[config.mk]
export PLATFORM = sky130hd
export DESIGN_NAME = cpu_req_gen
export DESIGN_NICKNAME = d
export VERILOG_FILES = /design/src/rtl/cpu_req_gen.sv
export SDC_FILE = /design/constraint.sdc
export NUM_CORES = 1
export LEC_CHECK = 0
export ABC_AREA = 1
export CAP_MARGIN = 20
export CELL_PAD_IN_SITES_DETAIL_PLACEMENT = 1
export CELL_PAD_IN_SITES_GLOBAL_PLACEMENT = 1
export CORE_ASPECT_RATIO = 2
export CORE_MARGIN = 2
export CORE_UTILIZATION = 40
export DETAILED_ROUTE_END_ITERATION = 8
export PLACE_DENSITY_LB_ADDON = 0.1
export SETUP_SLACK_MARGIN = 0.02
export SYNTH_ARGS = -nofsm -noshare
export SYNTH_HDL_FRONTEND = slang
export SYNTH_SLANG_ARGS = --single-unit
[constraint.sdc]
create_clock -name clk -period 2.2 [get_ports clk]
set_input_delay 0.55 -clock clk [delete_from_list [all_inputs] [get_ports clk]]
set_output_delay 0.55 -clock clk [all_outputs]
set_load 0.005 [all_outputs]
[src/rtl/cpu_req_gen.sv]
// cpu_req_gen: CPU-side traffic generator placed in front of the cache top.
// It runs one pass that writes each address and reads it straight back, then a
// second pass that reads every address again. Returned data is compared under
// the access-size mask, and the result is reported on done/pass/timeout/err_cnt.
module cpu_req_gen #(
    parameter int unsigned N_ACCESS    = 30,
    parameter logic [31:0] ADDR_BASE   = 32'd0,
    parameter logic [31:0] ADDR_STRIDE = 32'd1,
    parameter logic [31:0] DATA_SEED   = 32'd30,
    parameter logic [1:0]  INS_TYPE    = 2'd0,
    parameter int unsigned TIMEOUT     = 1024
) (
    input  logic        clk,
    input  logic        rst,
    input  logic        start,
    output logic        Req_CPU,
    output logic        Wr_CPU,
    output logic [31:0] A_CPU,
    output logic [31:0] DI_CPU,
    output logic [1:0]  Ins_Type,
    input  logic        Rdy_CPU,
    input  logic [31:0] DO_CPU,
    output logic        busy,
    output logic        done,
    output logic        pass,
    output logic        timeout,
    output logic [15:0] err_cnt
);

    localparam int unsigned WD_W = (TIMEOUT > 1) ? $clog2(TIMEOUT + 1) : 1;

    // Bits of DO_CPU that take part in the read-back compare for this access size
    localparam logic [31:0] CMP_MASK = (INS_TYPE == 2'd1) ? 32'h0000_FFFF :
                                       (INS_TYPE == 2'd2) ? 32'h0000_00FF :
                                                            32'hFFFF_FFFF;

    typedef enum logic [2:0] {
        IDLE,
        WR_REQ,
        WR_GAP,
        RD_REQ,
        RD_GAP,
        SW_REQ,
        SW_GAP,
        DONE
    } state_t;

    state_t      state;
    logic [15:0] idx;
    logic [31:0] cur_addr;
    logic [31:0] cur_data;
    logic [WD_W-1:0] wd_cnt;

    logic        last_idx;
    logic        rd_miss;
    logic [15:0] err_inc;
    logic [31:0] next_addr;
    logic [31:0] next_data;
    logic        wd_expire;

    // Derived values used by the state machine: end-of-sweep, compare result,
    // saturating error increment, next address/data and watchdog expiry
    always_comb begin
        last_idx  = (idx == 16'(N_ACCESS - 1));
        rd_miss   = ((DO_CPU ^ cur_data) & CMP_MASK) != '0;
        err_inc   = (err_cnt == 16'hFFFF) ? err_cnt : err_cnt + 16'd1;
        next_addr = cur_addr + ADDR_STRIDE;
        next_data = cur_data + 32'd1;
        wd_expire = (wd_cnt == WD_W'(TIMEOUT - 1));
    end

    // Sequencer: request/gap handshake, read-back checking, watchdog and status
    always_ff @(posedge clk) begin
        if (rst) begin
            state    <= IDLE;
            Req_CPU  <= 1'b0;
            Wr_CPU   <= 1'b0;
            A_CPU    <= '0;
            DI_CPU   <= '0;
            Ins_Type <= INS_TYPE;
            busy     <= 1'b0;
            done     <= 1'b0;
            pass     <= 1'b0;
            timeout  <= 1'b0;
            err_cnt  <= '0;
            idx      <= '0;
            cur_addr <= ADDR_BASE;
            cur_data <= DATA_SEED;
            wd_cnt   <= '0;
        end else begin
            Ins_Type <= INS_TYPE;
            case (state)
                IDLE, DONE: begin
                    // A start pulse here wins over any Rdy_CPU on the same edge
                    if (start) begin
                        state    <= WR_REQ;
                        Req_CPU  <= 1'b1;
                        Wr_CPU   <= 1'b1;
                        A_CPU    <= ADDR_BASE;
                        DI_CPU   <= DATA_SEED;
                        idx      <= '0;
                        cur_addr <= ADDR_BASE;
                        cur_data <= DATA_SEED;
                        wd_cnt   <= '0;
                        busy     <= 1'b1;
                        done     <= 1'b0;
                        pass     <= 1'b0;
                        timeout  <= 1'b0;
                        err_cnt  <= '0;
                    end
                end

                WR_REQ, RD_REQ, SW_REQ: begin
                    if (Rdy_CPU) begin
                        Req_CPU <= 1'b0;
                        if (state != WR_REQ && rd_miss) begin
                            err_cnt <= err_inc;
                        end
                        case (state)
                            WR_REQ:  state <= WR_GAP;
                            RD_REQ:  state <= RD_GAP;
                            default: state <= SW_GAP;
                        endcase
                    end else if (wd_expire) begin
                        state   <= DONE;
                        Req_CPU <= 1'b0;
                        busy    <= 1'b0;
                        done    <= 1'b1;
                        pass    <= 1'b0;
                        timeout <= 1'b1;
                        err_cnt <= err_inc;
                    end else begin
                        wd_cnt <= wd_cnt + 1'b1;
                    end
                end

                WR_GAP: begin
                    state   <= RD_REQ;
                    Req_CPU <= 1'b1;
                    Wr_CPU  <= 1'b0;
                    A_CPU   <= cur_addr;
                    DI_CPU  <= '0;
                    wd_cnt  <= '0;
                end

                RD_GAP: begin
                    Req_CPU <= 1'b1;
                    wd_cnt  <= '0;
                    if (last_idx) begin
                        state    <= SW_REQ;
                        idx      <= '0;
                        cur_addr <= ADDR_BASE;
                        cur_data <= DATA_SEED;
                        Wr_CPU   <= 1'b0;
                        A_CPU    <= ADDR_BASE;
                        DI_CPU   <= '0;
                    end else begin
                        state    <= WR_REQ;
                        idx      <= idx + 16'd1;
                        cur_addr <= next_addr;
                        cur_data <= next_data;
                        Wr_CPU   <= 1'b1;
                        A_CPU    <= next_addr;
                        DI_CPU   <= next_data;
                    end
                end

                SW_GAP: begin
                    if (last_idx) begin
                        state <= DONE;
                        busy  <= 1'b0;
                        done  <= 1'b1;
                        pass  <= (err_cnt == '0);
                    end else begin
                        state    <= SW_REQ;
                        idx      <= idx + 16'd1;
                        cur_addr <= next_addr;
                        cur_data <= next_data;
                        Req_CPU  <= 1'b1;
                        Wr_CPU   <= 1'b0;
                        A_CPU    <= next_addr;
                        DI_CPU   <= '0;
                        wd_cnt   <= '0;
                    end
                end

                default: state <= IDLE;
            endcase
        end
    end

endmodule

# Word-level counts from Yosys, hierarchy flattened
# Index checks and enable logic that the tools add are counted.
dict set report totals {
  reg_bits 180
  inputBits 36
}
dict set report classes {
  add_sub_neg 5
  n_eq_ne 19
  mux 52
  bitwise 1
  n_reduce_logical 19
}
# cell n
set op_table {}
lappend op_table {{$mux 32} 8}
lappend op_table {{$pmux 32 s4} 2}
lappend op_table {{$pmux 32 s3} 2}
lappend op_table {{$mux 16} 7}
lappend op_table {{$add 32x1->32 const B} 2}
lappend op_table {{$pmux 16 s3} 1}
lappend op_table {{$mux 11} 4}
lappend op_table {{$pmux 11 s4} 1}
lappend op_table {{$add 16x1->16 const B} 2}
lappend op_table {{$pmux 16 s2} 1}
lappend op_table {{$reduce_bool 32->1} 1}
lappend op_table {{$xor 32x32->32} 1}
lappend op_table {{$eq 16x16->1 const B} 1}
lappend op_table {{$eq 16x5->1 const B} 1}
lappend op_table {{$logic_not 16->1} 1}
lappend op_table {{$pmux 3 s5} 1}
lappend op_table {{$mux 1} 13}
lappend op_table {{$eq 3x3->1 const B} 4}
lappend op_table {{$mux 3} 4}
lappend op_table {{$ne 2x2->1 const B} 6}
lappend op_table {{$reduce_and 4->1} 3}
lappend op_table {{$add 11x1->11 const B} 1}
lappend op_table {{$eq 11x10->1 const B} 1}
lappend op_table {{$pmux 1 s3} 3}
lappend op_table {{other kinds (18)} 25}

# Logic depth before layout (Yosys ltp)
dict set report logic_depth {
  word_depth 6
  ltp_mapped 15
  ltp_nobuf 14
}

# Worst setup path before layout
# No wires, ideal clock.
dict set report synth_timing {
  path_kind {flip-flop to flip-flop}
  start {register err_cnt[0]}
  end {register err_cnt[6]}
  setup_ns 0.115
  arrival_ns 1.649
  path_slack_ns 0.436
  path_stages_with_launch 12
  n_path_buf 1
  period_less_slack_ns 1.764
  cell_sequence {dfxtp_1 -> ha_1 -> nand2_1 -> nor3_4 -> nand2_1 -> nor2_1 -> nand4_1 -> nand2_1 -> nor2_2 -> buf_2 -> a21oi_1 -> nor2_1}
}
dict set report synth_between {
  elab_chain_len 5
}
# element line_no
set synth_lines {}
lappend synth_lines {{start, declared} 27} ;# output logic [15:0] err_cnt
lappend synth_lines {{start signal, assigned} 117} ;# err_cnt <= err_inc;
lappend synth_lines {{start signal, assigned} 131} ;# err_cnt <= err_inc;
lappend synth_lines {{$add 16x1->16 / $eq 16x16->1 (equally long branches)} 66} ;# err_inc = (err_cnt == 16'hFFFF) ? err_cnt : err_cnt + 16'd1;
lappend synth_lines {{$mux 16 (*)} 66}
lappend synth_lines {{$mux 16 (on tied branches)} {124, 116}}
lappend synth_lines {{$mux 16 (*)} 114} ;# if (Rdy_CPU) begin
lappend synth_lines {{$pmux 16 s2 (*)} 92} ;# case (state)
# Every way passes the cells marked *; elsewhere a longest branch is shown, timed or not. The select of a mux whose other input is x is not followed.
# A chain may end at the register's enable or synchronous reset.

# Worst setup path in the final report
dict set report layout_timing {
  start {input port DO_CPU[27]}
  end {register err_cnt[11]}
}
dict set report layout_between {
  elab_chain_len 5
}
# element line_no
set layout_lines {}
lappend layout_lines {{start, declared} 22} ;# input logic [31:0] DO_CPU,
lappend layout_lines {{$xor 32x32->32} 65} ;# rd_miss = ((DO_CPU ^ cur_data) & CMP_MASK) != '0;
lappend layout_lines {{$reduce_bool 32->1} 65}
lappend layout_lines {{$logic_and 1x1->1} 116} ;# if (state != WR_REQ && rd_miss) begin
lappend layout_lines {{$ne 3x3->1 (no line)} -}
lappend layout_lines {{$reduce_and 4->1 (no line)} -}
# No other way between the ends.

==> flow_summary.ini <==
[sta]
whs_ps = 456
final_count_of_negative_setup_slack_endpoints = 0
worst_slew_margin_rel_pct = 61.1
worst_slew_pin_slew_ps = 582
grt_setup_unrepaired = true
period_needed_ps = 2060
layout_setup_ws_ps = 139
fmax_ghz = 0.485
fin_worst_skew_ps = 8.78
layout_worst_path_cycle_share_pct = 93.7
drv_slew = 0
timing.final.hold_violations = 0

[placement]
globalplace.congestion = 0.931
placed_area_sq_um = 11900
place.port_buffers = 121
dp_hpwl_um = 27600
pre_cts_ws_ps = -425

[cells_and_area]
mostFrequentLayoutCell = sky130_fd_sc_hd__nand2_1
n_antenna_cell = 0
mostFrequentLayoutCells = sky130_fd_sc_hd__nand2_1 (405), sky130_fd_sc_hd__dfxtp_1 (176), sky130_fd_sc_hd__nor2_1 (157), sky130_fd_sc_hd__inv_1 (129), sky130_fd_sc_hd__nand3_1 (124)
layout.nets = 1693
area_overhead_of_the_layout_relative_to_synthesis_pct = 27.3
layout.core_utilization_pct = 51.7
design_area_sq_um = 12600
fraction_of_layout_cells_with_a_size_suffix_above_1_pct = 10.4

[cts]
root_buffer = sky130_fd_sc_hd__clkbuf_16
cts_tree = yes
cts_inserted_buffers = 17
tritoncts_num_sinks = 180
worstSkewPairLatency_ps = 460
htree_levels = 4
cts_buffer_depth = 2
clk_pin_slew_ps = 70
cts-hold-fix-buffers = 0

[yosys]
synth_area_leader_cell = sky130_fd_sc_hd__dfxtp_1
mappedNetlistArea_sq_um = 9870
asyncSetResetFlopFracSynth_pct = 0
synth-edff-count = 0
ys_ff_latch = 180
syn_inst = 1487
synthTopCellsByArea = sky130_fd_sc_hd__dfxtp_1 (37%), sky130_fd_sc_hd__nand2_1 (16%), sky130_fd_sc_hd__nand3_1 (6.3%), sky130_fd_sc_hd__nor2_1 (6.2%), sky130_fd_sc_hd__inv_1 (4.9%)
synth_seq_area_share_pct = 36.5
synth_cell_type_count = 53
synth_largest_type_area_fraction_pct = 36.5
synthFlopType = sky130_fd_sc_hd__dfxtp_1
ys.warnings.count = 0
syn_avg_cell_area_sq_um = 6.64

[worst_setup_path]
critical_path.cell_chain = clkdlybuf4s50_1 -> xnor2_1 -> nand2_1 -> nor2_1 -> nand2_1 -> nor2_1 -> nand2_2 -> nand2_1 -> nand2_1 -> buf_12 -> nand2_1 -> nand2_1 -> a21oi_1
timing.setup.critical_path_class = in -> reg
slowest_stage = sky130_fd_sc_hd__clkdlybuf4s50_1
cp_data_required_time_ps = 2580
cp_data_arrival_time_ps = 2440
start_kind = primary input
crit_fanout = 30
crit_path_frequent_cell = sky130_fd_sc_hd__nand2_1
crit_path_end_kind = flip-flop
cp_slowest_stage_delay_ps = 490

[route]
wl_um = 35800
drtAntennaViolNets = 0
routed-via-count = 10600
detail_route.vias_per_cell = 5.41
first_iter_violations = 370
drc = 0
firstDrtPassIters = 4
wl_per_cell_um = 18.3

[floorplanning]
floorplan.die.width_um = 115
rows = 81
die_height_um = 226
floorplan.core_area_sq_um = 24300
fp.dieArea_sq_um = 26000
top_level_ports = 124
initial_utilization_pct = 40.6

[power_and_ir_drop]
p_clk_share_pct = 35.2
power.leakage_nw = 4.84
pwr-share-comb_pct = 26.3
seq_power_share_pct = 38.5
power.switching_fraction_pct = 33.0
power_switching_mw = 3.08
cell_internal_pwr_mw = 6.26
vdd.ir_drop.worst_mv = 0.566
p_per_area_nw_per_um2 = 743

[status]
run_status = finished, final reports clean

[grt]
track_usage_pct = 28.1
grt_start_max_net_pins = 33
grt_pass1_vias = 11200
wire_length_of_the_first_global_routing_pass_um = 56700
grt_antenna_before_repair = 1
grt-ovfl-total = 0

[worst_hold_path]
min_path_type = reg -> reg

[job]
maxCapViolations = 0
-- routing by layer --
metal / part of all wire (%) / up-vias / GRT usage, %
li1: - / 5135 / -
met1: 35 / 5124 / 26.5
met2: 56 / 207 / 55.2
met3: 2.9 / 91 / 4.16
met4: 5.6 / 2 / 16.3
met5: 0.036 / - / 0
-- synthesized netlist by cell type (all sizes together) (7+ instances only) --
| cell type | number |
|---|---|
| nand3 | 126 |
| nand2 | 415 |
| clkbuf | 21 |
| nand4 | 30 |
| o21ai | 94 |
| ha | 7 |
| or2 | 11 |
| nor2 | 171 |
| buf | 41 |
| nor3 | 43 |
| xor2 | 29 |
| a21oi | 92 |
| dfxtp | 180 |
| o21a | 11 |
| xnor2 | 33 |
| inv | 140 |
-- sequential cells by signal, indices dropped and copies added, names as in the netlist --
signal,cells
Req_CPU,1
idx,16
DI_CPU,32
Wr_CPU,1
wd_cnt,11
pass,1
A_CPU,32
cur_data,32
state,3
done,1
timeout,1
busy,1
cur_addr,32
err_cnt,16
-- final timing paths --
path | startpoint | endpoint | slack (ps) | cells after the start
max | DO_CPU[27] | err_cnt[11] | 140 | 13
min | DI_CPU[29] | DI_CPU[29] | 460 | 2
max reg2reg | state[0] | cur_data[14] | 140 | 10
min reg2reg | DI_CPU[29] | DI_CPU[29] | 460 | 2
-- power groups by stage --
| stage | combinational, mW | sequential [mW] | clock, mW |
|---|---|---|---|
| 2_1_floorplan | 1.27 | 3.63 | 0 |
| 3_3_place_gp | 2.38 | 3.66 | 0 |
| 3_5_place_dp | 2.44 | 3.66 | 0 |
| 4_1_cts | 2.45 | 3.59 | 3.35 |
| 5_1_grt | 2.68 | 3.62 | 3.46 |
| 6_report | 2.46 | 3.59 | 3.29 |
-- timing repair --
item                                    4_1_cts  5_1_grt
endpoints found under the hold margin         0        0
resized for setup                             0       23
buffers inserted                              0        2
endpoints found under the setup margin        0       66
-- cell type report --
class,instances,area [sq um]
multi-input combinational,1105,5440
fill,3171,11800
clock buffer,17,425
tap,290,363
timing repair buffer,205,1990
clock inverter,15,196
sequential,180,3610
inverter,141,537
-- stage by stage --
stage	setup TNS [ps]	power [mW]	instances
floorplan	0	4.90	1488
global placement	-4870	6.04	1919
detailed placement	-6240	6.10	1919
CTS	0	9.39	1951
global route	-17.0	9.76	1953
finish	0	9.34	1953
-- logic make-up after synthesis --
family          after synthesis  synth area share (%)
simple gates                809                  35.8
compound gates              225                  12.4
buf+inv                     203                  8.82
flops                       180                  36.5
xor+xnor                     62                  5.50
fa+ha+maj                     7                 0.887
other cells                   1                0.0380
-- critical path: cells and delay by family --
kind,cells,cell delay [ps]
AOI/OAI and AO/OA,1,130
xor gates and xnor gates,1,120
buffers and inverters,2,660
and+or+nand+nor,9,980
No activity file was read; power rests on OpenSTA's default activity.
